File: config.mk
export PLATFORM = sky130hd
export DESIGN_NAME = dma_io_channel
export DESIGN_NICKNAME = d
export VERILOG_FILES = /design/src/rtl/dma_io_pkg.sv /design/src/rtl/dma_io_fifo.sv /design/src/rtl/dma_io_channel.sv
export SDC_FILE = /design/constraint.sdc
export NUM_CORES = 1
export LEC_CHECK = 0
export ABC_CLOCK_PERIOD_IN_PS = 2600
export CORE_ASPECT_RATIO = 0.7
export CORE_MARGIN = 3
export CORE_UTILIZATION = 27
export CTS_CLUSTER_DIAMETER = 60
export DETAILED_ROUTE_END_ITERATION = 10
export SLEW_MARGIN = 30
export SYNTH_ARGS = -nofsm -noshare
export SYNTH_HDL_FRONTEND = slang
export SYNTH_SLANG_ARGS = --single-unit
File: constraint.sdc
create_clock -name clk -period 2.6 [get_ports clk]
set_input_delay 0.52 -clock clk [delete_from_list [all_inputs] [get_ports clk]]
set_output_delay 0.52 -clock clk [all_outputs]
set_load 0.01 [all_outputs]
File: src/rtl/dma_io_pkg.sv
// dma_io_pkg: definitions shared by the DMA I/O channel and its FIFO.
//   - state_t        : channel FSM encoding (IDLE, REQ, ACK, GAP)
//   - DIR_*          : direction encodings for mem_or_io / dir
//   - DEFAULT_*      : default FIFO depth and request threshold
//   - req_cond()     : request condition for a direction and FIFO level
package dma_io_pkg;

  typedef enum logic [1:0] {
    IDLE = 2'd0,
    REQ  = 2'd1,
    ACK  = 2'd2,
    GAP  = 2'd3
  } state_t;

  localparam logic DIR_MEM_SRC = 1'b0;
  localparam logic DIR_IO_SRC  = 1'b1;

  localparam int DEFAULT_DEPTH  = 8;
  localparam int DEFAULT_THRESH = 1;

  // IO-source: ask the DMA to drain once enough bytes are buffered.
  // Memory-source: ask the DMA to fill while there is room.
  function automatic logic req_cond(input logic d, input int lvl,
                                    input int thresh, input int depth);
    return d ? (lvl >= thresh) : (lvl < depth);
  endfunction

endpackage

File: src/rtl/dma_io_fifo.sv
// dma_io_fifo: synchronous byte FIFO with first-word-fall-through head.
// Ports:
//   clk, reset         : clock, synchronous active-high reset (flushes)
//   push, push_data    : write request and data (ignored when full)
//   pop                : read request (ignored when empty)
//   head               : entry at the read pointer, valid when !empty
//   full, empty, level : occupancy status
module dma_io_fifo
  import dma_io_pkg::*;
#(
  parameter int DEPTH = DEFAULT_DEPTH,
  parameter int W     = 8
) (
  input  logic                     clk,
  input  logic                     reset,
  input  logic                     push,
  input  logic [W-1:0]             push_data,
  input  logic                     pop,
  output logic [W-1:0]             head,
  output logic                     full,
  output logic                     empty,
  output logic [$clog2(DEPTH):0]   level
);

  localparam int AW = $clog2(DEPTH);
  localparam logic [AW:0] FULL_LVL = (AW + 1)'(DEPTH);

  logic [W-1:0]  mem [DEPTH];
  logic [AW-1:0] wr_ptr_reg;
  logic [AW-1:0] rd_ptr_reg;
  logic [AW:0]   level_reg;
  logic          do_push;
  logic          do_pop;

  assign full    = (level_reg == FULL_LVL);
  assign empty   = (level_reg == '0);
  assign do_push = push & ~full;
  assign do_pop  = pop & ~empty;
  assign level   = level_reg;
  assign head    = mem[rd_ptr_reg];

  // Pointers wrap naturally because DEPTH is a power of two.
  always_ff @(posedge clk) begin
    if (reset) begin
      wr_ptr_reg <= '0;
      rd_ptr_reg <= '0;
      level_reg  <= '0;
    end else begin
      if (do_push) wr_ptr_reg <= wr_ptr_reg + 1'b1;
      if (do_pop)  rd_ptr_reg <= rd_ptr_reg + 1'b1;
      case ({do_push, do_pop})
        2'b10:   level_reg <= level_reg + 1'b1;
        2'b01:   level_reg <= level_reg - 1'b1;
        default: level_reg <= level_reg;
      endcase
    end
  end

  // Storage is not reset; flushing the pointers is enough.
  always_ff @(posedge clk) begin
    if (do_push) mem[wr_ptr_reg] <= push_data;
  end

endmodule

File: src/rtl/dma_io_channel.sv
// dma_io_channel: byte-wide I/O channel feeding a DMA controller's DREQ.
// Buffers bytes in a FIFO; IOR strobes pop onto the bus (IO source),
// IOW strobes capture the bus (memory source). Device side is valid/ready.
// Ports:
//   clk, reset                 : clock, synchronous active-high reset
//   mem_or_io                  : requested direction (1 = IO source)
//   dreq / dack                : DMA request / acknowledge
//   ior, iow                   : DMA read / write strobes
//   bus_in, bus_out, bus_oe    : shared data bus and output enable
//   dev_in_*                   : device push stream (IO source)
//   dev_out_*                  : device pop stream (memory source)
//   level, dir, err            : occupancy, latched direction, sticky error
// Build option: define DMA_IO_DEMAND_MODE_EN for demand mode (several
// bytes per DREQ); otherwise single mode (one byte, then a GAP cycle).
module dma_io_channel
  import dma_io_pkg::*;
#(
  parameter int DEPTH  = DEFAULT_DEPTH,
  parameter int THRESH = DEFAULT_THRESH
) (
  input  logic                   clk,
  input  logic                   reset,
  input  logic                   mem_or_io,
  output logic                   dreq,
  input  logic                   dack,
  input  logic                   ior,
  input  logic                   iow,
  input  logic [7:0]             bus_in,
  output logic [7:0]             bus_out,
  output logic                   bus_oe,
  input  logic                   dev_in_valid,
  input  logic [7:0]             dev_in_data,
  output logic                   dev_in_ready,
  output logic                   dev_out_valid,
  output logic [7:0]             dev_out_data,
  input  logic                   dev_out_ready,
  output logic [$clog2(DEPTH):0] level,
  output logic                   dir,
  output logic                   err
);

  state_t     state_reg;
  state_t     state_next;
  logic       dir_reg;
  logic       err_reg;

  logic [7:0] head;
  logic [7:0] push_data;
  logic       full;
  logic       empty;
  logic       fifo_push;
  logic       fifo_pop;
  logic       dev_push;
  logic       dev_pop;
  logic       in_ack;
  logic       strobe_ok;
  logic       bad_strobe;
  logic       dma_pop;
  logic       dma_push;
  logic       overrun;
  logic       reqc;
  int         lvl_now;

  dma_io_fifo #(.DEPTH(DEPTH), .W(8)) u_fifo (
    .clk       (clk),
    .reset     (reset),
    .push      (fifo_push),
    .push_data (push_data),
    .pop       (fifo_pop),
    .head      (head),
    .full      (full),
    .empty     (empty),
    .level     (level)
  );

  assign lvl_now = int'(level);
  assign reqc    = req_cond(dir_reg, lvl_now, THRESH, DEPTH);

  // Device side: only the stream matching the latched direction is live.
  assign dev_in_ready  = ~reset & dir_reg & (lvl_now < DEPTH);
  assign dev_out_valid = ~reset & ~dir_reg & ~empty;
  assign dev_out_data  = dev_out_valid ? head : 8'h00;
  assign dev_push      = dev_in_valid & dev_in_ready;
  assign dev_pop       = dev_out_valid & dev_out_ready;

  // DMA strobes only count while acknowledged in ACK.
  assign in_ack     = (state_reg == ACK);
  assign strobe_ok  = in_ack & dack & (dir_reg ? (ior & ~iow) : (iow & ~ior));
  assign bad_strobe = in_ack & dack & (ior | iow) & ~strobe_ok;
  assign dma_pop    = strobe_ok & dir_reg;
  assign dma_push   = strobe_ok & ~dir_reg;
  // Only reachable when the direction flipped under a pending request.
  assign overrun    = (dma_pop & empty) | (dma_push & full);

  assign fifo_push = dev_push | (dma_push & ~full);
  assign fifo_pop  = dev_pop | (dma_pop & ~empty);
  assign push_data = dir_reg ? dev_in_data : bus_in;

  assign bus_oe  = in_ack & dir_reg & dack & ior;
  assign bus_out = bus_oe ? head : 8'h00;
  assign dir     = dir_reg;
  assign err     = err_reg;

`ifdef DMA_IO_DEMAND_MODE_EN
  // Request condition as it will stand after this edge's transfers.
  int   lvl_after;
  logic reqc_after;
  assign lvl_after  = lvl_now + int'(fifo_push) - int'(fifo_pop);
  assign reqc_after = req_cond(dir_reg, lvl_after, THRESH, DEPTH);
`endif

  always_ff @(posedge clk) begin
    if (reset) begin
      state_reg <= IDLE;
      dir_reg   <= DIR_IO_SRC;
      err_reg   <= 1'b0;
    end else begin
      state_reg <= state_next;
      // Direction may only change while nothing is buffered or pending.
      if (state_reg == IDLE && empty) dir_reg <= mem_or_io;
      if (bad_strobe | overrun) err_reg <= 1'b1;
    end
  end

  always_comb begin
    state_next = state_reg;
    dreq       = 1'b0;
    case (state_reg)
      IDLE: begin
        if (reqc) state_next = REQ;
      end
      REQ: begin
        dreq = 1'b1;
        if (dack) state_next = ACK;
      end
      ACK: begin
        dreq = 1'b1;
        if (!dack) begin
          state_next = reqc ? REQ : IDLE;
        end else if (strobe_ok) begin
`ifdef DMA_IO_DEMAND_MODE_EN
          state_next = reqc_after ? ACK : GAP;
`else
          state_next = GAP;
`endif
        end
`ifdef DMA_IO_DEMAND_MODE_EN
        else if (!bad_strobe && !reqc) begin
          state_next = GAP;
        end
`endif
        // A bad strobe leaves the FSM in ACK.
      end
      GAP: begin
        state_next = IDLE;
      end
      default: state_next = IDLE;
    endcase
  end

endmodule

==> flow_summary_export.csv <==
group,metric,value,unit
critical_path,arrival,2.01,ns
place,placed_cell_area,4624,um2
layout,instances_no_fill,520,
route,routed-wl-met3,304,um
timing,timing.final.max_slew_violations,0,
synth,synth_seq_cells,81,
critical_path,cp_slowest_stage_delay,0.53,ns
place,gp_routability_congestion,0.8130,
clock_network,clock_latency,0.33,ns
clock_network,clock_pin_slew_on_the_worst_setup_and_hold_paths,0.06,ns
layout,utilization,37.86,%
die,floorplan.core_area,13270,um2
layout,design.final.nets,364,
route,drc_errors,0,
die,fp.dieW,145.6,um
synth,synth_enable_flop_cells,64,
synth,post_synth_instance_area,3684,um2
critical_path,critPathCaptureType,"output pin",
critical_path,timing.critical_path.required,2.08,ns
synth,ys_async_sr_fraction,0,%
power_and_ir_drop,worst_ir_drop_vdd,357.6,uV
power_and_ir_drop,power_share_of_the_clock_group,36.8,%
route,top_signal_layer_used,"met4",
timing,timing.final.setup_violations,0,
grt,track_usage,11.18,%
synth,top_flip_flop_cell_by_instance_count_after_synthesis,"edfxtp_1",
clock_network,cts_hold_repair.buffers,0,
layout,final_design_area_no_fill,5024,um2
timing,worst_margin_slew,0.4681,ns
layout,layout_commonest_cell,"edfxtp_1",
timing,final-hold-violation-count,0,
grt,first_global_vias,2373,
route,dr_total_vias,2316,
critical_path,timing.critical_path.fanout_max,8,
layout,fill_cells,1240,
place,quantity_of_i_o_buffers_inserted_on_ports,49,
grt,grt_first_pass_wirelength,12990,um
synth,syn-instance-count,245,
layout,syn_to_layout_area_delta,36.38,%
route,routedLengthMet1,3732,um
power_and_ir_drop,pwr_total,3.776,mW
synth,yosysWarnings,0,
layout,antenna_cells,0,
clock_network,cts_tree,"built",
power_and_ir_drop,swShare,26.06,%
layout,layout-drive-gt1-share,29.25,%
route,route.final.wire_length,8178,um
power_and_ir_drop,power.share.combinational,21.9,%
grt,antenna_found_initial,0,
layout,largest_register_ff_count,64,
route,drtAntennaViolNets,0,
critical_path,crit_path_kind,"reg -> out",
grt,grt_max_degree,18,
route,met2_wire_length,4059,um
clock_network,cts_buffers,9,
clock_network,cts_root_buf,"clkbuf_16",
place,place.detailed.instances,502,
clock_network,clock_path_buffers,2,
timing,relSlewSlack,68.73,%
grt,residual_overflow_from_global_routing,0,
synth,synth_net_count,279,
power_and_ir_drop,netSwitchingPower,0.9839,mW
route,detail_route.wl_per_cell,15.73,um
die,rows,35,
synth,synth_area_leaders,"edfxtp_1 (52%), mux4_2 (9.8%), dfxtp_1 (9.2%)",
timing,finalCriticalPeriod,2.526,ns
synth,proportion_of_netlist_area_held_by_the_largest_area_contributor,52.17,%
timing,grt_setup_unrepaired,"no",
place,detailed_place_hpwl,5568,um
die,initial_core_util,27.76,%
clock_network,htree_levels,3,
critical_path,crit_path_cell_trace,"clkbuf_16 > mux4_2 > mux2i_4 > nor2_1 > dlygate4sd2_1",
power_and_ir_drop,power_report.internal_total,2.792,mW
layout,most-common-layout-cells,"edfxtp_1 (64), buf_4 (33), clkdlybuf4s50_1 (32), nor2_1 (24), mux4_2 (16)",
route,drt_pre_antenna_iters,5,
critical_path,crit_slowest_cell,"mux4_2",
power_and_ir_drop,power.sequential.fraction,41.3,%
route,via_per_inst,4.454,
synth,synthesis.area_per_instance,15.03,um2
clock_network,clock-sinks,81,
synth,synthDominantAreaCellType,"edfxtp_1",
min_path,hold_path.class,"reg -> reg",
flow_run,maxCapViolations,0,
critical_path,critPathLaunchType,"flip-flop",
power_and_ir_drop,leakage_power_total,1.795,nW
timing,final.period_utilization,97.14,%
timing,finClkSkew,0.007647,ns
die,die_area,15100,um2
status,status,"completed",
power_and_ir_drop,power.density,751.6,nW/um2
synth,sequential_to_total_area_share_from_yosys_stat,61.41,%
synth,synth_cell_type_count,54,
die,floorplan.die.height,103.7,um
die,count_of_pins_on_the_block_boundary,50,
route,drt_first_iter_violations,105,
timing,max_freq,396.0,MHz
[repair_timing]
item,in CTS,in global routing
cloned,0,1
endpoints found under the setup margin,17,13
setup buffers,0,1
hold endpoints to repair,0,0
resized for setup,22,9
pin swaps,0,1
[layout make-up]
| type | count | area (um2) | area share, % |
|---|---|---|---|
| multi-input combinational | 145 | 1375 | 27.37 |
| clock inverter | 7 | 106.4 | 2.117 |
| timing repair buffer | 85 | 784.5 | 15.62 |
| tap | 185 | 231.5 | 4.608 |
| sequential | 81 | 2266 | 45.11 |
| inverter | 8 | 35.03 | 0.6974 |
| clock buffer | 9 | 225.2 | 4.483 |
[metal layers]
metal / vias to the layer above / global-route usage, %
met5: - / 0
met3: 7 / 3.192
li1: 1114 / -
met2: 46 / 18.33
met1: 1149 / 14.34
met4: 0 / 3.659
[stage by stage]
stage	hold WS [ns]	setup WS (ns)	setup TNS (ns)
after floorplan	0.4598	0.01480	0
after global placement	0.4737	-0.1073	-0.7226
after detailed placement	0.4804	-0.1349	-0.8120
after CTS	0.4911	0.03690	0
after global routing	0.5252	0.004973	0
final	0.4916	0.07445	0
[critical path: cells and delay by family (launching register included)]
| kind | cells | cell delay [ns] |
|---|---|---|
| buffers and inverters | 2 | 0.47 |
| flip-flops | 1 | 0.40 |
| AND/OR/NAND/NOR | 1 | 0.07 |
| multiplexers | 2 | 0.73 |
[power groups by stage]
stage | combinational (mW) | clock [mW] | sequential, mW
detailed placement | 0.808 | 0 | 1.59
CTS | 0.812 | 1.43 | 1.56
finish | 0.827 | 1.39 | 1.56
global placement | 0.788 | 0 | 1.58
global route | 0.904 | 1.49 | 1.57
floorplan | 0.440 | 0 | 1.60
[synthesized netlist by cell type (2+ instances only)]
cell type,instances
mux2i_1,10
o21ai_0,5
nor2b_1,2
mux2_1,2
nor2_1,24
nand3_1,3
mux4_2,16
buf_2,2
buf_1,2
nor3b_4,2
buf_6,2
mux2_2,8
edfxtp_1,64
clkbuf_1,3
and2_1,2
a21oi_1,9
or4b_1,2
or3_1,3
inv_1,6
nand2b_1,8
nor3_1,6
ha_1,10
nand2_1,4
xor2_1,2
or4_1,3
dfxtp_1,17
[logic make-up after synthesis]
kind of cell               count (synthesis)  share of synthesized area, %
xor gates and xnor gates                   3                        0.7134
muxes                                     36                         15.56
adders and majority gates                 10                         3.397
DFF                                       81                         61.41
AOI/OAI and AO/OA                         27                         5.061
buffers and inverters                     19                         2.683
and+or+nand+nor                           69                         11.18
[worst paths after layout]
kind | from | to | slack (ns) | cells after the start
max reg2reg | u_fifo.level[1]$_SDFFE_PP0P_ | u_fifo.level[3]$_SDFFE_PP0P_ | 0.18 | 13
min | u_fifo.rd_ptr_reg[2]$_SDFFE_PP0N_ | u_fifo.rd_ptr_reg[2]$_SDFFE_PP0N_ | 0.49 | 2
min reg2reg | u_fifo.rd_ptr_reg[2]$_SDFFE_PP0N_ | u_fifo.rd_ptr_reg[2]$_SDFFE_PP0N_ | 0.49 | 2
max | flip-flop | dev_out_data[5] | 0.07 | 5
Note: power is estimated with default switching activity, not from simulation.
